--- config.mk ---
export PLATFORM = sky130hd
export DESIGN_NAME = bitfile_loader
export DESIGN_NICKNAME = d
export VERILOG_FILES = /design/src/rtl/cfg_pkg.sv /design/src/rtl/cfg_byte_shifter.sv /design/src/rtl/bitfile_loader.sv
export SDC_FILE = /design/constraint.sdc
export NUM_CORES = 1
export LEC_CHECK = 0
export ABC_CLOCK_PERIOD_IN_PS = 3950
export CORE_MARGIN = 5
export CORE_UTILIZATION = 40
export CTS_BUF_LIST = sky130_fd_sc_hd__clkbuf_4
export DETAILED_ROUTE_END_ITERATION = 12
export GPL_ROUTABILITY_DRIVEN = 0
export SLEW_MARGIN = 20
export SYNTH_ARGS = -nofsm -noshare
export SYNTH_HDL_FRONTEND = slang
export SYNTH_SLANG_ARGS = --single-unit
--- constraint.sdc ---
create_clock -name clk -period 3.95 [get_ports clk]
set_input_delay 0.395 -clock clk [delete_from_list [all_inputs] [get_ports clk]]
set_output_delay 0.395 -clock clk [all_outputs]
set_load 0.02 [all_outputs]
--- src/rtl/cfg_pkg.sv ---
// cfg_pkg: shared state encoding and constants for the bitfile loader
package cfg_pkg;
  localparam int CFG_WORD_W = 8;
  localparam logic [CFG_WORD_W-1:0] DEF_SYNC_BYTE = 8'hA5;
  typedef enum logic [2:0] {
    LD_IDLE   = 3'd0,
    LD_SYNC   = 3'd1,
    LD_LOAD   = 3'd2,
    LD_CHECK  = 3'd3,
    LD_COMMIT = 3'd4,
    LD_ERROR  = 3'd5
  } ld_state_t;
endpackage

--- src/rtl/cfg_byte_shifter.sv ---
// cfg_byte_shifter: MSB-first serial-to-byte assembler with 8-bit completion strobe
import cfg_pkg::*;
module cfg_byte_shifter (
  input  logic                  clk,
  input  logic                  rst_n,
  input  logic                  shift_en,
  input  logic                  clr,
  input  logic                  bit_in,
  output logic                  byte_done,
  output logic [CFG_WORD_W-1:0] byte_val
);
  logic [CFG_WORD_W-2:0] sh;
  logic [2:0] cnt;
  assign byte_done = shift_en && cnt == 3'd7;
  assign byte_val = {sh, bit_in};
  always_ff @(posedge clk) begin
    if (!rst_n || clr) begin
      sh <= '0;
      cnt <= '0;
    end else if (shift_en) begin
      sh <= byte_val[CFG_WORD_W-2:0];
      cnt <= cnt + 3'd1;
    end
  end
endmodule

--- src/rtl/bitfile_loader.sv ---
// bitfile_loader: framed serial config loader; commits the shadow bitfile only on a good checksum
import cfg_pkg::*;
module bitfile_loader #(
  parameter int NUM_WORDS = 4,
  parameter logic [CFG_WORD_W-1:0] SYNC_BYTE = DEF_SYNC_BYTE,
  parameter int TIMEOUT = 255
) (
  input  logic                            clk,
  input  logic                            rst_n,
  input  logic                            cfg_start,
  input  logic                            cfg_bit,
  input  logic                            cfg_valid,
  output logic                            cfg_ready,
  output logic [CFG_WORD_W*NUM_WORDS-1:0] bitfile_out,
  output logic                            cfg_done,
  output logic                            cfg_err,
  output logic                            busy
);
  localparam int BCW = NUM_WORDS > 1 ? $clog2(NUM_WORDS) : 1;
  localparam int TW = $clog2(TIMEOUT + 1);
  ld_state_t state, state_nx;
  logic [BCW-1:0] byte_cnt;
  logic [TW-1:0] to_cnt;
  logic [CFG_WORD_W-1:0] xor_acc, byte_val;
  logic [CFG_WORD_W*NUM_WORDS-1:0] shadow;
  logic accept, byte_done, timed_out;
  assign cfg_ready = state == LD_SYNC || state == LD_LOAD || state == LD_CHECK;
  assign busy = state != LD_IDLE && state != LD_ERROR;
  // a start pulse discards any bit presented alongside it
  assign accept = cfg_valid && cfg_ready && !cfg_start;
  assign timed_out = !accept && to_cnt >= TW'(TIMEOUT - 1);
  cfg_byte_shifter u_shifter (
    .clk      (clk),
    .rst_n    (rst_n),
    .shift_en (accept),
    .clr      (cfg_start),
    .bit_in   (cfg_bit),
    .byte_done(byte_done),
    .byte_val (byte_val)
  );
  always_comb begin
    state_nx = state;
    case (state)
      LD_IDLE, LD_ERROR: state_nx = cfg_start ? LD_SYNC : state;
      LD_SYNC, LD_LOAD, LD_CHECK: begin
        if (cfg_start) state_nx = LD_SYNC;
        else if (byte_done && state == LD_SYNC) state_nx = byte_val == SYNC_BYTE ? LD_LOAD : LD_ERROR;
        else if (byte_done && state == LD_LOAD) state_nx = byte_cnt == BCW'(NUM_WORDS - 1) ? LD_CHECK : LD_LOAD;
        else if (byte_done) state_nx = byte_val == xor_acc ? LD_COMMIT : LD_ERROR;
        else if (timed_out) state_nx = LD_ERROR;
      end
      LD_COMMIT: state_nx = cfg_start ? LD_SYNC : LD_IDLE;
      default: state_nx = LD_IDLE;
    endcase
  end
  always_ff @(posedge clk) begin
    if (!rst_n) begin
      state <= LD_IDLE;
      bitfile_out <= '0;
      cfg_done <= 1'b0;
      cfg_err <= 1'b0;
      byte_cnt <= '0;
      to_cnt <= '0;
      xor_acc <= '0;
      shadow <= '0;
    end else begin
      state <= state_nx;
      cfg_done <= state == LD_COMMIT;
      cfg_err <= state_nx == LD_ERROR;
      if (state == LD_COMMIT) bitfile_out <= shadow;
      if (cfg_start) begin
        byte_cnt <= '0;
        to_cnt <= '0;
        xor_acc <= '0;
        shadow <= '0;
      end else if (cfg_ready) begin
        to_cnt <= accept ? '0 : (to_cnt == '1 ? to_cnt : to_cnt + 1'b1);
        if (byte_done && state == LD_LOAD) begin
          shadow[byte_cnt*CFG_WORD_W +: CFG_WORD_W] <= byte_val;
          xor_acc <= xor_acc ^ byte_val;
          byte_cnt <= byte_cnt == BCW'(NUM_WORDS - 1) ? byte_cnt : byte_cnt + 1'b1;
        end
      end
    end
  end
endmodule

# Yosys cells after proc, flatten, opt, wreduce, memory -nomap -nowiden
# Index checks and enable logic that the tools add are counted.
totals:
  in_bits: 5
  regBits: 97
  word_cells: 68
  out_inout_bits: 36
classes:
  bitwise: 3
  eq_ne: 13
  add_sub_neg: 4
  shifts: 2
  magnitude_cmp: 1
  muxes: 14
  reduce_logical: 21
ops:
  columns: ["cell", "count"]
  rows:
  - ["$neg 5->34", 1]
  - ["$shift 8x34->32 const A", 1]
  - ["$shiftx 8x34->32", 1]
  - ["$bwmux 32", 1]
  - ["$mux 3", 7]
  - ["$eq 8x8->1 const B", 2]
  - ["$mux 8", 2]
  - ["$eq 3x3->1 const B", 4]
  - ["$pmux 3 s3", 1]
  - ["$add 8x1->8 const B", 1]
  - ["$eq 8x8->1", 1]
  - ["$ge 8x8->1 const B", 1]
  - ["$xor 8x8->8", 1]
  - ["$logic_and 1x1->1", 7]
  - ["$eq 3x2->1 const B", 2]
  - ["$reduce_and 2->1", 2]
  - ["$reduce_or 2->1", 2]
  - ["$add 3x1->3 const B", 1]
  - ["$eq 3x1->1 const B", 1]
  - ["$logic_not 1->1", 3]
  - ["$logic_not 3->1", 1]
  - ["$logic_or 1x1->1", 3]
  - ["$mux 1", 3]
  - ["$ne 3x3->1 const B", 1]
  - ["other kinds (7)", 8]

# Logic depth before layout (Yosys ltp)
# Gate-level depths: netlist of the first run.
depth:
  depth_word: 14
  ltp_mapped: 8
  depth_no_buf: 7

# Cells and area by module
# From an unflattened synthesis of the first run, not the netlist that was laid out.
unflattened:
  cells_unflattened: 484
  area_unflattened_um2: 4106.4
by_module_without_submodules:
  columns: ["module", "n_inst", "cells_per_inst", "seq_area_each_um2", "area_per_inst_um2"]
  rows:
  - ["bitfile_loader", 1, 447, 1741.7, 3707.3]
  - ["cfg_byte_shifter", 1, 37, 200.2, 399.1]

# Worst setup path after synthesis of the first run
# OpenSTA, ideal clock, no wires.
synth_path:
  path_type: "flip-flop to flip-flop"
  start: "reg byte_cnt[0]"
  end: "reg shadow[0]"
  t_arrival_ps: 1720
  required_time_ps: 3880
  setup_ps: 70
  slack_ps: 2160
  n_path_buf: 0
  period_less_slack_ps: 1790
  path_stages_with_launch: 6
  path_cell_list: "dfxtp_1 inv_1 ha_1 nor3b_1 nand4_1 a21oi_1"
synth_via:
  elab_chain_len: 3
  elab_cells_between_ends: 4
  cone_classes: "add/sub (1); shift (2); mux (1)"
synth_rtl:
  columns: ["item", "line_no", "source"]
  rows:
  - ["start, declared", "bitfile_loader.sv:22", "logic [BCW-1:0] byte_cnt;"]
  - ["start signal, assigned", "bitfile_loader.sv:81", "byte_cnt <= byte_cnt == BCW'(NUM_WORDS - 1) ? byte_cnt : byte_cnt + 1'b1;"]
  - ["$neg 5->34 *", "bitfile_loader.sv:79", "shadow[byte_cnt*CFG_WORD_W +: CFG_WORD_W] <= byte_val;"]
  - ["$shiftx 8x34->32 or $shift 8x34->32 (tied branches)", "bitfile_loader.sv:79", null]
  - ["$bwmux 32 *", "bitfile_loader.sv:79", null]
  - ["end signal, assigned by index", "bitfile_loader.sv:79", null]
  - ["end, declared", "bitfile_loader.sv:25", "logic [CFG_WORD_W*NUM_WORDS-1:0] shadow;"]
# Mark *: on every way between the ends. The rest lies on a longest branch, timed or not.
# A chain may end at the register's enable or synchronous reset.

# Final worst setup path of the first run
layout_path:
  start: "reg u_shifter.cnt[0]"
  end: "reg shadow[24]"
layout_via:
  elab_chain_len: 4
layout_rtl:
  columns: ["item", "line_no", "source"]
  rows:
  - ["start, declared", "cfg_byte_shifter.sv:13", "logic [2:0] cnt;"]
  - ["start signal, assigned", "cfg_byte_shifter.sv:22", "cnt <= cnt + 3'd1;"]
  - ["$eq 3x3->1", "cfg_byte_shifter.sv:14", "assign byte_done = shift_en && cnt == 3'd7;"]
  - ["$logic_and 1x1->1", "cfg_byte_shifter.sv:14", null]
  - ["$logic_and 1x1->1", "bitfile_loader.sv:78", "if (byte_done && state == LD_LOAD) begin"]
  - ["$reduce_and 2->1 (no source line)", null, null]
# No other way between the ends.

==> results of run 1 <==
==> logic make-up after synthesis <==
kind of cell / Yosys count / share of synthesized area (%)
AOI/OAI and AO/OA: 89 / 13.23
xor gates and xnor gates: 24 / 5.085
adders and majority gates: 10 / 3.027
buffers and inverters: 42 / 4.903
DFF: 97 / 46.97
muxes: 1 / 0.2421
and+or+nand+nor: 229 / 26.54
==> worst max-delay path: stages (launching register included) <==
cell	delay, ns
dfxtp_1	0.38
ha_1	0.17
ha_1	0.22
nand4bb_4	0.17
nor3b_4	0.55
buf_4	0.42
nand2_1	0.26
nand2_1	0.13
a21oi_1	0.06
==> layout by cell type (no fill, tap or decap), drive strengths merged, types with 3 or more instances in the layout <==
cell type | netlist | routed
o21ai | 3 | 3
a31oi | 4 | 4
inv | 5 | 5
nand2b | 3 | 3
clkinv | 1 | 3
clkdlybuf4s50 | 0 | 40
nand2 | 133 | 133
a21oi | 44 | 44
clkbuf | 22 | 10
nand3 | 5 | 5
xnor2 | 8 | 8
dfxtp | 97 | 97
nand4 | 32 | 32
nor3b | 5 | 5
ha | 10 | 10
a21boi | 32 | 32
nor2 | 25 | 25
nor3 | 8 | 8
nor4 | 6 | 6
xor2 | 16 | 16
==> layout make-up <==
class	count	share of cell area [%]
clock inverter	6	1.961
multi-input combinational	353	42.34
clock buffer	10	1.590
inverter	6	0.5829
sequential	97	41.12
timing repair buffer	42	8.797
tap	136	3.604
==> through the flow <==
step	area, sq um	std cells
after floorplan	4134	492
final	4722	650
after CTS	4721	650
after global placement	4553	634
after global routing	4722	650
after detailed placement	4553	634
==> routing by layer <==
metal | routed length [um] | part of all wire, %
met1 | 4028 | 48
met2 | 3976 | 47
met3 | 269 | 3.2
met4 | 118 | 1.4
met5 | 0 | 0
==> flip-flops by register name (all words and copies together) (netlist names) <==
register,flops
cfg_done,1
bitfile_out,32
byte_cnt,2
xor_acc,8
u_shifter.sh,7
shadow,32
u_shifter.cnt,3
state,3
cfg_err,1
to_cnt,8
==> synthesized netlist by cell type, types with 5 or more instances <==
master	count	share of area, %
ha_1	10	3.0
dfxtp_1	97	47
nor3_1	8	0.97
a21oi_1	44	5.3
buf_2	8	0.97
clkbuf_1	22	2.0
a21boi_0	32	5.8
xor2_1	16	3.4
nor2_1	23	2.1
xnor2_1	8	1.7
inv_1	5	0.45
nand2_1	133	12
nand4_1	32	4.8
==> power by group <==
| part | total, uW | switching [uW] | internal (uW) | leakage (uW) |
|---|---|---|---|---|
| logic | 48.9 | 31.0 | 17.9 | 0.000599 |
| clock network | 601 | 335 | 266 | 0.0000828 |
| registers | 982 | 2.31 | 980 | 0.000781 |
| total | 1630 | 368 | 1260 | 0.00146 |
==> how the worst min path moves through the flow <==
stage	endpoint	slack, ns	cells after the start	startpoint
after floorplan	shadow[15]	0.43	2	shadow[15]
after detailed placement	shadow[13]	0.44	2	shadow[13]
final	shadow[19]	0.46	2	shadow[19]
after CTS	shadow[16]	0.46	2	shadow[16]
after global routing	shadow[23]	0.48	2	shadow[23]
after global placement	shadow[25]	0.45	2	shadow[25]
==> metrics.yaml, run 1 <==
global_route:
  antenna_found_initial: 0
  grt_use_met1_pct: 16.48
  top_usage_layer: "met2"
  grt_max_degree: 36
  met2_usage_pct: 23.70
  overflow: 0
  grt_usage_pct: 13.81
  met3_usage_pct: 3.370
  grt_pass1_wl_mm: 14.31
  grt_pass1_vias: 3109
drt:
  vias: 3250
  routed_wl_mm: 8.393
  antenna_left: 0
  drc: 0
  firstDrtPassIters: 4
  wire_per_inst_um: 12.91
  drt_iter0_markers: 213
  via_per_inst: 5.000
yosys:
  syn_area_per_cell_sq_um: 8.402
  synth.distinct_cells: 42
  ys.warnings.count: 0
  synth_fp_nets: 507
  synth_seq_area_share_pct: 46.97
  synth-seq-cells: 97
  synth_area_sq_um: 4134
  syn_inst: 492
  async_reset_ff_share_pct: 0
  synth_edf_count: 0
  synthFlopType: "dfxtp_1"
clock_network:
  hold_buffers: 0
  cts_resized: 0
  cts_sinks: 97
  clock_latency_ns: 0.45
  tritoncts: "built"
  ctsLongestPathBuffers: 2
  cts-buffers-inserted: 9
  clock-root-buffer: "clkbuf_4"
  path_clk_slew_ns: 0.14
  post_cts_buffers: 0
  cts_max_level: 3
critical_path:
  rr_endpoint: "shadow[24]"
  r2r_start: "u_shifter.cnt[0]"
  cp-start-kind: "flip-flop"
  rr_worst_depth: 8
  path_max_fanout: 34
  worstPathArrival_ns: 2.82
  path_class: "flip-flop to flip-flop"
  end_kind: "flip-flop"
  critPathCapture: "shadow[24]"
  worst-r2r-setup-slack_ns: 1.45
  crit_start: "u_shifter.cnt[0]"
  required_ns: 4.27
power_and_ir_drop:
  p_per_area_nw_per_um2: 345.6
  irDropWorstVdd_uv: 139.5
  p_leak_uw: 0.001463
  finalPower_uw: 1632
run_status:
  status: "complete, no violations"
sta:
  fmax_mhz: 400.5
  fin_crit_ns: 2.497
  setup_viol_count_final: 0
  slew_headroom_pct: 33.11
  fin_tns_setup_ns: 0
  fin_skew_ns: 0.01184
  hold_viol: 0
  drv_slew: 0
  rsz0062_at_grt: "no"
  worst_slew_pin_slew_ns: 1.001
  fin_ws_ns: 1.453
  fin_crit_sh_pct: 63.22
  hold_slack_ns: 0.4617
floorplan:
  dieArea_sq_um: 12470
  die_w_um: 111.7
  start_util_pct: 40.59
  core_sq_um: 10180
  rows: 37
  io_pins: 41
  die-height_um: 111.7
final_layout:
  fin_util_pct: 46.36
  fill_cells: 1040
  multiInputGateArea_sq_um: 1999
  final_nets: 524
  antenna_cells: 0
  final_layout_size_suffix_gt1_share_pct: 5.642
  area_delta_synth_final_pct: 14.23
  regArea_sq_um: 1942
placement:
  place_ws_ns: 1.090
  dp_hpwl_mm: 5.691
  numPortBuffers: 40
hold_path:
  min_path_type: "flip-flop to flip-flop"
flow_run:
  drv_cap: 0
No activity file was read; power rests on OpenSTA's default activity.
==> run 2: changes to the inputs <==
--- a/config.mk
+++ b/config.mk
@@ -5,7 +5,7 @@
 export SDC_FILE = /design/constraint.sdc
 export NUM_CORES = 1
 export LEC_CHECK = 0
-export ABC_CLOCK_PERIOD_IN_PS = 3950
+export ABC_CLOCK_PERIOD_IN_PS = 2520
 export CORE_MARGIN = 5
 export CORE_UTILIZATION = 40
 export CTS_BUF_LIST = sky130_fd_sc_hd__clkbuf_4
==> constraint.sdc (replaced) <==
create_clock -name clk -period 2.52 [get_ports clk]
set_input_delay 0.252 -clock clk [delete_from_list [all_inputs] [get_ports clk]]
set_output_delay 0.252 -clock clk [all_outputs]
set_load 0.02 [all_outputs]
==> run 2 against run 1 <==
  * Clock skew is 0.0018 ns lower
  * Non-clock buffer count is 13 higher
  * Highest routed layer unchanged
  * Register-to-register slack worse by 0.97 ns
  * Critical path depth fell by 4
  * Global-route usage grew 0.46 points
  * First-iteration DRC count up 17%
  * Flip-flop and latch count is the same
  * Combinational power is 63% higher
  * Die area is the same
==> metrics.yaml, run 2 (synthesized netlist as in run 1, its figures left out) <==
run_status:
  status: "complete, no violations"
global_route:
  grt_usage_pct: 14.27
  grt_pass1_wl_mm: 14.92
  antenna_found_initial: 0
  overflow: 0
  grt_max_degree: 33
  grt_pass1_vias: 3127
final_layout:
  final_common_cell: "nand2_1"
  area_delta_synth_final_pct: 16.77
  regArea_sq_um: 1942
  layout.cells.non_filler: 663
  finish.instance_area_sq_um: 4827
  antenna_cells: 0
  fill_cells: 1018
  final_layout_size_suffix_gt1_share_pct: 7.211
  final_cell_mix: "133 x nand2_1, 97 x dfxtp_1, 44 x a21oi_1"
  multiInputGateArea_sq_um: 1998
  reg.largest.list: "bitfile_out (32), shadow (32)"
  final_nets: 537
sta:
  drv_slew: 0
  fmax_mhz: 426.5
  rsz0062_at_grt: "no"
  fin_crit_sh_pct: 93.04
  fin_skew_ns: 0.01007
  setup_viol_count_final: 0
  hold_viol: 0
  hold_slack_ns: 0.4619
  fin_crit_ns: 2.345
  fin_tns_setup_ns: 0
  worst_slew_pin_slew_ns: 0.6001
  fin_ws_ns: 0.1755
  slew_headroom_pct: 59.62
critical_path:
  r2r_start: "u_shifter.cnt[0]"
  critPathMaxStageDelay_ns: 0.60
  cp-start-kind: "flip-flop"
  rr_endpoint: "shadow[14]"
  worst-r2r-setup-slack_ns: 0.48
  end_kind: "output port"
  crit_path_cell_trace: "nor2_2 > or2_4 > clkinv_4 > clkdlybuf4s50_1"
  critPathTopFamily: "buffers and inverters"
  path_buf_inv: 2
  path_class: "flip-flop to output port"
  rr_worst_depth: 8
  path_max_fanout: 8
  worstPathArrival_ns: 2.09
  slowest_stage: "clkdlybuf4s50_1"
  required_ns: 2.27
clock_network:
  ctsLongestPathBuffers: 2
  cts_max_level: 3
  path_clk_slew_ns: 0.14
  cts_resized: 0
  post_cts_buffers: 0
  cts-buffers-inserted: 9
  hold_buffers: 0
  clock-root-buffer: "clkbuf_4"
  cts_sinks: 97
  tritoncts: "built"
  clock_latency_ns: 0.45
drt:
  met2_length_mm: 3.995
  firstDrtPassIters: 4
  wire_per_inst_um: 12.82
  via_per_inst: 4.989
  drc: 0
  routed.top_layer: "met4"
  routed_wl_mm: 8.498
  wl_met1_mm: 4.071
  vias: 3308
  antenna_left: 0
  routed-wl-met3_um: 275
  drt_iter0_markers: 249
placement:
  place_ws_ns: 0.3505
  dpl_cell_area_sq_um: 4651
  placed_cells: 647
  numPortBuffers: 40
  dp_hpwl_mm: 5.891
hold_path:
  hold_start: "shadow[9]"
  whs_path_depth: 2
  min_path_type: "flip-flop to flip-flop"
  worstHoldEndpoint: "shadow[9]"
power_and_ir_drop:
  p_per_area_nw_per_um2: 543.6
  p_leak_uw: 0.001534
  irDropWorstVdd_uv: 199.8
floorplan:
  rows: 37
  core_sq_um: 10180
  start_util_pct: 40.59
  die_w_um: 111.7
  die-height_um: 111.7
  io_pins: 41
  dieArea_sq_um: 12470
flow_run:
  drv_cap: 0
run 2: through the flow:
step,power (uW),util [%]
floorplan,1623,-
finish,2624,47.40
CTS,2655,47.40
global route,2728,47.40
detailed placement,1653,45.66
global placement,1652,45.66
run 2: worst min-delay path, cell delays in order (launching register included):
cell and delay, ns:
dfxtp_1 0.33, nand2_1 0.05, a21oi_1 0.05
run 2: where the power goes:
group | switching [uW] | internal (uW)
sequential | 3.61 | 1540
clock | 513 | 493
combinational | 49.0 | 30.7
total | 565 | 2060
run 2: per-layer routing:
metal | up-vias | GRT usage (%)
li1 | 1719 | -
met1 | 1539 | 18.41
met2 | 38 | 23.18
met3 | 12 | 2.935
met4 | 0 | 6.083
met5 | - | 0
run 2: worst max-delay path by stage:
stage / start / end / slack (ns) / cells after the start
floorplan: byte_cnt[0] / shadow[0] / 0.73 / 5
global placement: cfg_start / shadow[11] / 0.42 / 7
detailed placement: cfg_start / shadow[13] / 0.35 / 7
CTS: state[0] / cfg_ready / 0.15 / 4
global route: state[0] / cfg_ready / 0.06 / 4
finish: state[0] / cfg_ready / 0.18 / 4
run 2: layout make-up:
type,count,area share [%]
Clock buffer,9,1.400
Clock inverter,7,2.255
Inverter,6,0.5702
Multi-Input combinational cell,353,41.39
Sequential cell,97,40.23
Tap cell,136,3.525
Timing Repair Buffer,55,10.63
